[src/rtl/sw_pkg.sv]
// rtl/sw_pkg.sv - shared switch types: flit type codes, arbiter states, port count default
package sw_pkg;

  // Default number of input ports competing for one output
  localparam int NPORT_DEF = 5;

  // Flit type field encodings, identical to the switch header codes
  typedef enum logic [1:0] {
    BODY = 2'b00,
    HEAD = 2'b01,
    TAIL = 2'b10
  } flit_t;

  // Output arbiter states
  typedef enum logic {
    IDLE = 1'b0,
    BUSY = 1'b1
  } arb_state_t;

endpackage

[src/rtl/sw_rr_pick.sv]
// rtl/sw_rr_pick.sv - combinational round-robin picker, search starts just after ptr
module sw_rr_pick #(
  parameter int N  = 5,
  parameter int IW = (N > 1) ? $clog2(N) : 1
) (
  input  logic [N-1:0]  req,
  input  logic [IW-1:0] ptr,
  output logic [N-1:0]  gnt,
  output logic [IW-1:0] idx,
  output logic          any
);

  int            c;
  logic [IW-1:0] ci;

  // Walk candidates farthest-first so the nearest requester after ptr wins last
  always_comb begin
    gnt = '0;
    idx = '0;
    any = |req;
    c   = 0;
    ci  = '0;
    for (int k = N; k >= 1; k--) begin
      c  = (int'(ptr) + k) % N;
      ci = IW'(c);
      if (req[ci]) begin
        gnt     = '0;
        gnt[ci] = 1'b1;
        idx     = ci;
      end
    end
  end

endmodule

[src/rtl/sw_oarb.sv]
// rtl/sw_oarb.sv - per-output-port arbiter and flit mux; optional SW_OARB_WATCHDOG_EN stall watchdog
module sw_oarb
  import sw_pkg::*;
#(
  parameter int NPORT = NPORT_DEF,
  parameter int DW    = 32,
  parameter int TMO   = 255,
  parameter int IW    = (NPORT > 1) ? $clog2(NPORT) : 1
) (
  input  logic                clk,
  input  logic                rst,
  input  logic [NPORT-1:0]    req,
  output logic [NPORT-1:0]    ack,
  input  logic [NPORT-1:0]    vin,
  input  logic [2*NPORT-1:0]  tin,
  input  logic [DW*NPORT-1:0] din,
  output logic                vout,
  output logic [1:0]          tout,
  output logic [DW-1:0]       dout,
  output logic [IW-1:0]       owner
);

  arb_state_t       state;
  logic [IW-1:0]    ptr;
  logic [NPORT-1:0] pick_gnt;
  logic [IW-1:0]    pick_idx;
  logic             pick_any;
  logic             own_v;
  logic             own_req;
  logic [1:0]       own_t;
  logic [DW-1:0]    own_d;
  logic             wd_fire;
  logic             rel;

  sw_rr_pick #(.N(NPORT), .IW(IW)) u_pick (
    .req (req),
    .ptr (ptr),
    .gnt (pick_gnt),
    .idx (pick_idx),
    .any (pick_any)
  );

  // Select the current owner's request and flit lane
  always_comb begin
    own_v   = vin[owner];
    own_req = req[owner];
    own_t   = tin[2*int'(owner) +: 2];
    own_d   = din[DW*int'(owner) +: DW];
  end

`ifdef SW_OARB_WATCHDOG_EN
  localparam int CW = (TMO > 255) ? $clog2(TMO + 1) : 8;
  logic [CW-1:0] wcnt;

  // Fire on the stall cycle that brings the count up to TMO
  assign wd_fire = (state == BUSY) && !own_v && (wcnt == CW'(TMO - 1));

  // Count consecutive owner-idle cycles while locked; saturates at TMO
  always_ff @(posedge clk) begin
    if (rst) begin
      wcnt <= '0;
    end else if (state == IDLE || own_v) begin
      wcnt <= '0;
    end else if (wcnt != CW'(TMO)) begin
      wcnt <= wcnt + 1'b1;
    end
  end
`else
  assign wd_fire = 1'b0;
`endif

  // Owner lets go on its TAIL flit, on dropping req, or on a watchdog timeout
  assign rel = !own_req || (own_v && (own_t == TAIL)) || wd_fire;

  // Arbiter FSM with registered grant and registered flit output
  always_ff @(posedge clk) begin
    if (rst) begin
      state <= IDLE;
      ack   <= '0;
      vout  <= 1'b0;
      tout  <= '0;
      dout  <= '0;
      owner <= '0;
      ptr   <= IW'(NPORT - 1);
    end else begin
      case (state)
        IDLE: begin
          vout <= 1'b0;
          if (pick_any) begin
            state <= BUSY;
            owner <= pick_idx;
            ack   <= pick_gnt;
          end
        end
        BUSY: begin
          vout <= own_v;
          tout <= own_t;
          dout <= own_d;
          if (rel) begin
            state <= IDLE;
            ack   <= '0;
            ptr   <= owner;
          end
        end
        default: state <= IDLE;
      endcase
    end
  end

endmodule

[config.mk]
export PLATFORM = sky130hd
export DESIGN_NAME = sw_oarb
export DESIGN_NICKNAME = d
export VERILOG_FILES = /design/src/rtl/sw_pkg.sv /design/src/rtl/sw_rr_pick.sv /design/src/rtl/sw_oarb.sv
export SDC_FILE = /design/constraint.sdc
export NUM_CORES = 1
export LEC_CHECK = 0
export BUFFER_PORTS_ARGS = -buffer_cell sky130_fd_sc_hd__buf_2
export CORE_MARGIN = 4
export CORE_UTILIZATION = 45
export DETAILED_ROUTE_END_ITERATION = 12
export GPL_TIMING_DRIVEN = 0
export PLACE_DENSITY = 0.82
export RECOVER_POWER = 25
export SYNTH_ARGS = -nofsm -noshare
export SYNTH_HDL_FRONTEND = slang
export SYNTH_SLANG_ARGS = --single-unit
[constraint.sdc]
create_clock -name clk -period 8.5 [get_ports clk]
set_input_delay 2.55 -clock clk [delete_from_list [all_inputs] [get_ports clk]]
set_output_delay 2.55 -clock clk [all_outputs]
set_load 0.02 [all_outputs]
==> impl_metrics.json <==
{
  "yosys.area_share.simple": 0.200,
  "synthesis.nets": 774,
  "cts-buffers-inserted": 5,
  "tightest_slew_ns": 0.847,
  "cp_slowest_cell": "dfxtp_1",
  "p_leak_nw": 2.65,
  "mostFrequentLayoutCell": "buf_2",
  "clkSlewWorstSetupHoldPaths_ns": 0.08,
  "dr_total_vias": 5642,
  "power.switching_mw": 0.953,
  "drc": 0,
  "power.internal_mw": 0.929,
  "yosysTopAreaCell": "dfxtp_1",
  "fin_area_sq_um": 6260,
  "synthArstFlopShare": 0,
  "antenna_found_initial": 1,
  "ys.flop_type": "dfxtp_1",
  "max_stage_delay_ns": 0.58,
  "finalCriticalPeriod_ns": 5.41,
  "rsz0062_at_grt": "false",
  "ys_top_cells_by_area": "dfxtp_1 (19%), mux4_2 (15%), ha_1 (6.6%), a221oi_1 (6.0%), nor2_1 (4.9%)",
  "cts_tree": "built",
  "preCtsSetupSlack_ns": 3.26,
  "ctsHoldBuffers": 0,
  "synth_xor_area_frac": 0.0284,
  "startpoint_type": "flop",
  "gp_routability_congestion": 1.02,
  "place_area_sq_um": 6200,
  "wl_mm": 17.2,
  "synth_fa_ha_area_frac": 0.0659,
  "grt_pass1_vias": 5511,
  "syn_inst": 566,
  "yosysUniqueCellTypes": 77,
  "clock_latency_ns": 0.30,
  "cts_num_sinks": 47,
  "cts-resized-gates": 0,
  "setup_ws_ns": 3.09,
  "fin_crit_sh": 0.636,
  "layout.nets": 1000,
  "fin_tns_setup_ns": 0,
  "grt_first_pass_wirelength_mm": 26.9,
  "synthMuxAreaShare": 0.189,
  "fin_total_pwr_mw": 1.88,
  "crit_type": "flop to flop",
  "fin_worst_skew_ns": 0.00893,
  "crit_path_end_kind": "flop",
  "critPathMaxFanout": 11,
  "hpwl_mm": 14.3,
  "start_util": 0.469,
  "grt_start_max_net_pins": 14,
  "cts_setup_buffers": 0,
  "utilization": 0.596,
  "hold_class": "flop to flop",
  "clockPowerShare": 0.071,
  "wl_per_cell_microns": 18.5,
  "syn_area_sq_um": 4930,
  "dieWidth_microns": 113,
  "area_growth_pct": 26.9,
  "grtUsageTotal": 0.256,
  "synth_compound_area_frac": 0.266,
  "combPwrFrac": 0.756,
  "ys_seq_area_frac": 0.191,
  "netlist.area_leader.share": 0.191,
  "hold_viol_final": 0,
  "instances_no_fill": 928,
  "drtIter0Drc": 441,
  "synth-seq-cells": 47,
  "cts_root_buf": "clkbuf_8",
  "fp-row-count": 37,
  "core_area_sq_um": 10500,
  "pwr-share-seq": 0.172,
  "avgViaCountPerCell": 6.08,
  "ir_worst_vdd_v": 0.000131,
  "cp_common_cell": "ha_1",
  "gr-total-overflow": 0,
  "ios": 225,
  "synth.avg_cell_area_sq_um": 8.72,
  "cp_cell_sequence": "buf_2 -> buf_1 -> inv_1 -> ha_1 -> buf_2 -> inv_2 -> ha_1 -> nor2_1 -> a21oi_2 -> xnor2_2 -> ha_1 -> inv_1 -> o22ai_1 -> o21ai_2 -> mux2i_1 -> nand2_1 -> o221a_4 -> nor3b_2 -> nand3_1 -> a311oi_1",
  "drive_above_1_share": 0.360,
  "p_per_area_nw_per_um2": 300,
  "yosysWarnings": 0,
  "synth_edf_count": 0,
  "final_cell_mix": "buf_2 (204), nor2_1 (64), clkbuf_1 (52)",
  "io_buffers": 219,
  "cts-htree-levels": 2,
  "diodes": 0,
  "relSlewSlack": 0.436,
  "setup_viol": 0,
  "ant_nets": 0,
  "fp.dieArea_sq_um": 12700,
  "die_y_microns": 113,
  "drv_slew": 0,
  "synth_top_family_by_area": "compound AO/OA/AOI/OAI gates",
  "status": "completed",
  "place_inst": 921,
  "p_sw_frac": 0.506,
  "clk_path_buf_depth": 2,
  "max_freq_mhz": 185,
  "drv_cap": 0,
  "cp.required_ns": 8.70,
  "hold_ws_ns": 0.463,
  "critPathArrivalTime_ns": 5.61,
  "drt_first_pass_iters": 5
}
## power by group through the flow
| stage | clock network [mW] | logic [mW] | registers (mW) |
|---|---|---|---|
| after global placement | 0 | 1.39 | 0.324 |
| after detailed placement | 0 | 1.40 | 0.325 |
| after floorplan | 0 | 1.02 | 0.387 |
| after CTS | 0.134 | 1.41 | 0.321 |
| after global routing | 0.147 | 1.56 | 0.331 |
| final | 0.134 | 1.42 | 0.324 |
## cells by family after synthesis
group           count (synthesis)
simple gates                  197
compound gates                166
buf+inv                        70
mux                            50
flops                          47
fa+ha+maj                      26
xor+xnor                       10
## routing by layer
layer  track usage  part of all wire
met3        0.0786              0.11
met1         0.331              0.40
met5             0           0.00052
met4        0.0625             0.019
met2         0.419              0.47
## area by class of cell
class                   count  area, sq um
inverters                  26          100
clock inverters             1         5.00
repair buffers            219         1070
multi-input cells         449         3700
plain buffers              44          191
well taps                 136          170
clock buffers               6         82.6
fillers                   979         4250
flip-flops and latches     47          941
## synthesized netlist by cell type, drive strengths merged (12+ instances only)
cell	number
nor2	64
ha	26
nor3	41
o211ai	12
clkbuf	30
a221oi	37
mux2i	13
inv	24
o21ai	23
dfxtp	47
mux4	33
buf	14
nand2	33
a21oi	26
## critical path: cells and delay by family, from the launching register on
family	cells	cell delay (ns)
flip-flops	1	0.58
XOR/XNOR	1	0.17
buffers and inverters	6	1.40
AO/OA/AOI/OAI	5	1.10
AND/OR/NAND/NOR	4	0.78
multiplexers	1	0.38
adder cells (fa/ha/maj)	3	0.91
## sequential cells by signal, indices dropped and copies added (netlist names)
register,count
ptr,3
owner,3
ack,5
state,1
vout,1
dout,32
tout,2
## worst paths after layout
path | startpoint | endpoint | slack [ns] | cells past startpoint
max | ptr[0]$_SDFFE_PP0P_ | ack[2]$_SDFFE_PP0P_ | 3.09 | 20
min | ack[4]$_SDFFE_PP0P_ | ack[4]$_SDFFE_PP0P_ | 0.46 | 2
max reg2reg | ptr[0]$_SDFFE_PP0P_ | ack[2]$_SDFFE_PP0P_ | 3.09 | 20
min reg2reg | ack[4]$_SDFFE_PP0P_ | ack[4]$_SDFFE_PP0P_ | 0.46 | 2
(Power assumes the default switching activity.)
